File: src/rtl/mtr_drv.sv
// Motor drive stage: clipped signed speed commands become dead-time-protected complementary
// PWM pairs for two H-bridges, with blanked over-current detection and a latched shutdown.
module mtr_drv #(
    parameter int DATA_W     = 12,
    parameter int NONOVERLAP = 32,
    parameter int BLANK      = 128,
    parameter int OVR_LIMIT  = 8
) (
    input  logic                     clk,
    input  logic                     rst,
    input  logic signed [DATA_W-1:0] lft_spd,
    input  logic signed [DATA_W-1:0] rght_spd,
    input  logic                     OVR_I_lft,
    input  logic                     OVR_I_rght,
    output logic                     PWM1_lft,
    output logic                     PWM2_lft,
    output logic                     PWM1_rght,
    output logic                     PWM2_rght,
    output logic                     OVR_I_shtdwn
);

    typedef enum logic [1:0] {IDLE_LO, DEAD, HIGH, LOW} state_t;

    localparam logic [10:0]              CNT_MAX  = 11'h7FF;
    localparam logic [10:0]              DUTY_MID = 11'd1024;
    localparam logic [5:0]               DT_LOAD  = 6'(NONOVERLAP);
    localparam int                       BLK_W    = $clog2(BLANK + 1);
    localparam logic [BLK_W-1:0]         BLK_DONE = BLK_W'(BLANK);
    localparam logic signed [DATA_W-1:0] SPD_MAX  = DATA_W'(1023);
    localparam logic signed [DATA_W-1:0] SPD_MIN  = DATA_W'(-1024);
    localparam logic signed [DATA_W-1:0] SPD_OFS  = DATA_W'(1024);

    function automatic logic [10:0] spd_to_duty(input logic signed [DATA_W-1:0] spd);
        logic signed [DATA_W-1:0] lim;
        if (spd > SPD_MAX)
            lim = SPD_MAX;
        else if (spd < SPD_MIN)
            lim = SPD_MIN;
        else
            lim = spd;
        return 11'(lim + SPD_OFS);
    endfunction

    function automatic logic [3:0] sat_inc(input logic [3:0] v);
        return (v == 4'hF) ? v : v + 4'd1;
    endfunction

    logic [10:0]       cnt;
    logic [10:0]       duty_lft;
    logic [10:0]       duty_rght;
    logic [1:0][10:0]  duty_v;
    logic [3:0]        ovr_cnt;
    logic [3:0]        ovr_cnt_nxt;
    logic              prd_end;
    logic              shtdwn_nxt;
    logic [1:0]        seen;
    logic [1:0]        qual;
    logic [1:0]        ovr_in;
    logic [1:0]        pwm1;
    logic [1:0]        pwm2;

    assign prd_end = (cnt == CNT_MAX);
    assign duty_v  = {duty_rght, duty_lft};
    assign ovr_in  = {OVR_I_rght, OVR_I_lft};

    // p0: period counter and duty capture at period end
    always_ff @(posedge clk) begin
        if (rst) begin
            cnt       <= '0;
            duty_lft  <= DUTY_MID;
            duty_rght <= DUTY_MID;
        end else begin
            cnt <= cnt + 11'd1;
            if (prd_end) begin
                duty_lft  <= spd_to_duty(lft_spd);
                duty_rght <= spd_to_duty(rght_spd);
            end
        end
    end

    // A qualified event on the period-end clock still counts for the ending period.
    always_comb begin
        ovr_cnt_nxt = ovr_cnt;
        if (prd_end)
            ovr_cnt_nxt = (|(seen | qual)) ? sat_inc(ovr_cnt) : 4'd0;
        shtdwn_nxt = OVR_I_shtdwn | (prd_end && (ovr_cnt_nxt >= 4'(OVR_LIMIT)));
    end

    always_ff @(posedge clk) begin
        if (rst) begin
            ovr_cnt      <= '0;
            OVR_I_shtdwn <= 1'b0;
        end else begin
            ovr_cnt      <= ovr_cnt_nxt;
            OVR_I_shtdwn <= shtdwn_nxt;
        end
    end

    for (genvar s = 0; s < 2; s++) begin : g_side
        state_t           state;
        state_t           state_nxt;
        logic [5:0]       dt_cnt;
        logic [5:0]       dt_cnt_nxt;
        logic             sig_p0;
        logic             sig_p1;
        logic             sig_chg;
        logic             pwm1_nxt;
        logic             pwm2_nxt;
        logic             pwm1_q;
        logic             pwm2_q;
        logic             seen_q;
        logic [BLK_W-1:0] blk_cnt;

        assign sig_p0  = (cnt < duty_v[s]);
        assign sig_chg = sig_p0 ^ sig_p1;

        always_comb begin
            state_nxt  = state;
            dt_cnt_nxt = dt_cnt;
            if (sig_chg) begin
                state_nxt  = DEAD;
                dt_cnt_nxt = DT_LOAD;
            end else begin
                case (state)
                    IDLE_LO, DEAD: begin
                        if (dt_cnt <= 6'd1)
                            state_nxt = sig_p0 ? HIGH : LOW;
                        else
                            dt_cnt_nxt = dt_cnt - 6'd1;
                    end
                    default: ;
                endcase
            end
            if (shtdwn_nxt) begin
                state_nxt  = IDLE_LO;
                dt_cnt_nxt = DT_LOAD;
            end
            pwm1_nxt = (state_nxt == HIGH);
            pwm2_nxt = (state_nxt == LOW);
        end

        // p1: FSM state, gate outputs, blanking and over-current capture
        always_ff @(posedge clk) begin
            if (rst) begin
                state   <= IDLE_LO;
                dt_cnt  <= DT_LOAD;
                sig_p1  <= 1'b0;
                pwm1_q  <= 1'b0;
                pwm2_q  <= 1'b0;
                seen_q  <= 1'b0;
                blk_cnt <= '0;
            end else begin
                state  <= state_nxt;
                dt_cnt <= dt_cnt_nxt;
                sig_p1 <= sig_p0;
                pwm1_q <= pwm1_nxt;
                pwm2_q <= pwm2_nxt;
                seen_q <= prd_end ? 1'b0 : (seen_q | qual[s]);
                if ((pwm1_nxt & ~pwm1_q) | (pwm2_nxt & ~pwm2_q))
                    blk_cnt <= '0;
                else if (blk_cnt != BLK_DONE)
                    blk_cnt <= blk_cnt + BLK_W'(1);
            end
        end

        assign qual[s] = ovr_in[s] & (pwm1_q | pwm2_q) & (blk_cnt == BLK_DONE);
        assign seen[s] = seen_q;
        assign pwm1[s] = pwm1_q;
        assign pwm2[s] = pwm2_q;
    end

    assign PWM1_lft  = pwm1[0];
    assign PWM2_lft  = pwm2[0];
    assign PWM1_rght = pwm1[1];
    assign PWM2_rght = pwm2[1];

endmodule
File: config.mk
export PLATFORM = sky130hd
export DESIGN_NAME = mtr_drv
export DESIGN_NICKNAME = d
export VERILOG_FILES = /design/src/rtl/mtr_drv.sv
export SDC_FILE = /design/constraint.sdc
export NUM_CORES = 1
export LEC_CHECK = 0
export CORE_UTILIZATION = 38
export CTS_BUF_LIST = sky130_fd_sc_hd__clkbuf_16
export CTS_CLUSTER_DIAMETER = 30
export DETAILED_ROUTE_END_ITERATION = 8
export SETUP_SLACK_MARGIN = 0.1
export SLEW_MARGIN = 30
export SYNTH_ARGS = -nofsm -noshare
export SYNTH_HDL_FRONTEND = slang
export SYNTH_SLANG_ARGS = --single-unit
File: constraint.sdc
create_clock -name clk -period 2.9 [get_ports clk]
set_clock_uncertainty 0.15 [all_clocks]
set_input_delay 0.87 -clock clk [delete_from_list [all_inputs] [get_ports clk]]
set_output_delay 0.87 -clock clk [all_outputs]
set_load 0.03 [all_outputs]
==> results of run 1 <==
[sequential cells by signal (all words and copies together) (netlist names), named ones only]
signal          cells
g_side.state        4
g_side.sig_p1       2
duty_rght          11
duty_lft           11
g_side.blk_cnt     16
OVR_I_shtdwn        1
ovr_cnt             1
PWM2_lft            1
cnt                11
g_side.seen_q       2
g_side.dt_cnt      12
PWM1_rght           1
PWM1_lft            1
PWM2_rght           1
[worst register-to-register path, stage by stage (launching register included)]
cell	delay (ps)
dfxtp_1	500
ha_1	300
nand4_1	150
nor3_1	80
a21oi_1	370
a21oi_1	140
or2_2	380
or3b_1	360
[final cells by class]
| type | instances | area, um^2 |
|---|---|---|
| fill | 1012 | 5490 |
| multi-input combinational | 329 | 2280 |
| sequential | 78 | 1560 |
| timing repair buffer | 46 | 420 |
| clock buffer | 9 | 225 |
| tap | 136 | 170 |
| inverter | 31 | 116 |
| clock inverter | 6 | 55.1 |
[final timing paths]
kind / start / endpoint / slack [ps]
min: duty_lft[4] / duty_lft[4] / 320
min reg2reg: duty_lft[4] / duty_lft[4] / 320
max: OVR_I_rght / g_side[0].blk_cnt[4] / 200
max reg2reg: cnt[10] / g_side[0].dt_cnt[5] / 360
[through the flow]
step	std cells	instance area (um^2)	total power, mW	hold slack [ps]	setup TNS, ps
after floorplan	458	4040	1.42	285	0
after global placement	620	4540	1.52	302	-1550
after detailed placement	620	4540	1.53	305	-2490
after CTS	635	4820	2.61	318	0
after global routing	635	4830	2.70	354	0
final	635	4830	2.57	316	0
[cell usage after synthesis (11+ instances only)]
cell and n:
clkbuf_1 11, nor2_1 40, ha_1 30, nand2_1 26, xnor2_1 14, a211oi_1 41
dfxtp_1 78, a21oi_1 22, nand3_1 23, nor3_1 30, xor2_1 19, inv_1 31
[logic make-up (layout without fill, tap and decap cells)]
| group | Yosys count | after routing |
|---|---|---|
| xor+xnor | 33 | 33 |
| buf+inv | 51 | 92 |
| flops | 78 | 78 |
| fa+ha+maj | 30 | 30 |
| compound gates | 91 | 91 |
| simple gates | 174 | 174 |
| mux | 1 | 1 |
[where the power goes]
group / switching [mW] / internal (mW)
Sequential: 0.0492 / 1.12
Combinational: 0.173 / 0.166
Clock: 0.413 / 0.652
[repair_timing]
action | 4_1_cts | 5_1_grt
setup endpoints to repair | 0 | 2
resized for setup | 0 | 1
buffers inserted | 0 | 0
hold buffers | 0 | 0
[metal layers]
| metal | wire length, um | track usage | up-vias |
|---|---|---|---|
| li1 | - | - | 1700 |
| met5 | 0 | 0 | - |
| met4 | 157 | 0.0624 | 0 |
| met2 | 3960 | 0.285 | 45 |
| met1 | 3980 | 0.203 | 1509 |
| met3 | 226 | 0.0362 | 14 |
==> results.py, run 1 <==
metrics = {
    "status": {
        "status": "completed",
    },
    "logic_synthesis": {
        "synth_top_cell_by_area": "dfxtp_1",
        "yosys.area_share.xor_xnor": 0.0716,
        "synthDistinctLibCells": 56,
        "netlist_instances": 458,
        "synth-edff-count": 0,
        "ys_top_cells_by_area": "dfxtp_1 39%, ha_1 9.3%, a211oi_1 7.6%",
        "ys_seq_area_frac": 0.387,
        "synth_top_family_by_area": "simple AND/OR/NAND/NOR gates",
        "yosys.area_share.simple": 0.237,
        "synth.top_cell.area_share": 0.387,
        "synth_fp_nets": 516,
        "synth_adder_area_share": 0.0930,
        "syn_area_um2": 4040,
        "async_flop_share": 0,
        "synth-seq-cells": 78,
        "synth_compound_area_frac": 0.159,
        "synth_mux_area_frac": 0.00248,
        "synth.avg_cell_area_um2": 8.82,
        "ys_warn_count": 0,
        "synth_ff_type": "dfxtp_1",
    },
    "floorplan": {
        "die_y_um": 105,
        "rows": 37,
        "num_io_pins": 33,
        "die_area_um2": 11000,
        "die_w_um": 105,
        "start_util": 0.391,
        "coreArea_um2": 10300,
    },
    "route": {
        "wl_mm": 8.33,
        "avgRoutedWirePerCell_um": 13.1,
        "ant_nets": 0,
        "drc": 0,
        "drt-initial-drc-count": 160,
        "vias": 3268,
        "drt-vias-per-instance": 5.15,
        "first_pass_iters": 4,
    },
    "critical_path": {
        "cp_max_fo": 8,
        "cpMaxStageDelayCell": "clkdlybuf4s50_1",
        "crit_buf_inv": 1,
        "crit_path_start_kind": "primary input",
        "crit_chain": "clkdlybuf4s50_1, o21a_1, a41oi_2, a2111o_1, nor2b_4, and4bb_1, nor3_2",
        "cp_data_arrival_time_ps": 2790,
        "rr_worst_depth": 7,
        "crit_cells": 7,
        "slowest_delay_ps": 470,
        "worstSetupPathType": "in -> reg",
        "critPathTopFamily": "simple AND/OR/NAND/NOR gates",
        "end_kind": "flip-flop",
        "required_ps": 3000,
    },
    "cells_and_area": {
        "final_core_util": 0.468,
        "layout_common_cells": "78 x dfxtp_1, 41 x a211oi_1, 40 x nor2_1",
        "fin_nets": 553,
        "syn_to_final_growth_pct": 19.6,
        "final_common_cell": "dfxtp_1",
        "antenna_cells": 0,
        "drive_above_1_share": 0.0922,
    },
    "sta": {
        "hold_viol_final": 0,
        "setup_viol": 0,
        "layout_setup_ws_ps": 203,
        "clock.fmax_mhz": 371,
        "min_period_over_period": 0.930,
        "rsz0062_at_grt": "no",
        "tightest_slew_ps": 644,
        "max_slew_margin": 0.571,
        "slew_viol_final": 0,
        "period_needed_ps": 2700,
    },
    "run": {
        "maxCapViolations": 0,
    },
    "grt": {
        "gr-usage-all-layers": 0.166,
        "grt_max_degree": 59,
        "grt_pass1_vias": 3305,
        "antenna_found_initial": 0,
        "grt_pass1_wl_mm": 14.9,
        "grt_overflow_total": 0,
    },
    "clocking": {
        "cts_buffers": 9,
        "clk_path_buf_depth": 2,
        "cts_tree": "done",
        "path_clk_slew_ps": 50,
        "htreeDepth": 3,
        "cts_root_buffer": "clkbuf_16",
        "clk_latency_ps": 330,
        "clock_sinks": 78,
    },
    "min_path": {
        "hold_path_depth": 2,
        "hp-class": "reg -> reg",
    },
    "placement": {
        "place.gp.congestion": 0.733,
        "dpl.hpwl_mm": 6.17,
        "port_buffers": 32,
        "dpl_worst_slack_ps": -117,
    },
    "power": {
        "powerDensity_nw_per_um2": 532,
        "p_leak_nw": 1.86,
        "ir_drop_mv": 0.333,
    },
}
Note: power is estimated with default switching activity, not from simulation.
==> inputs of run 2 (changes only) <==
--- a/config.mk
+++ b/config.mk
@@ -8,7 +8,9 @@
 export CORE_UTILIZATION = 38
 export CTS_BUF_LIST = sky130_fd_sc_hd__clkbuf_16
 export CTS_CLUSTER_DIAMETER = 30
+export CTS_CLUSTER_SIZE = 12
 export DETAILED_ROUTE_END_ITERATION = 8
+export PLACE_DENSITY = 0.6
 export SETUP_SLACK_MARGIN = 0.1
 export SLEW_MARGIN = 30
 export SYNTH_ARGS = -nofsm -noshare
==> results of run 2 <==
Same layout as run 1: the final DEF is identical, and so are final timing and power.
==> inputs of run 3 (changes only) <==
--- a/config.mk
+++ b/config.mk
@@ -12,6 +12,7 @@
 export DETAILED_ROUTE_END_ITERATION = 8
 export PLACE_DENSITY = 0.6
 export SETUP_SLACK_MARGIN = 0.1
+export SKIP_CTS_REPAIR_TIMING = 1
 export SLEW_MARGIN = 30
 export SYNTH_ARGS = -nofsm -noshare
 export SYNTH_HDL_FRONTEND = slang
==> results of run 3 <==
Same layout as run 1: the final DEF is identical, and so are final timing and power.
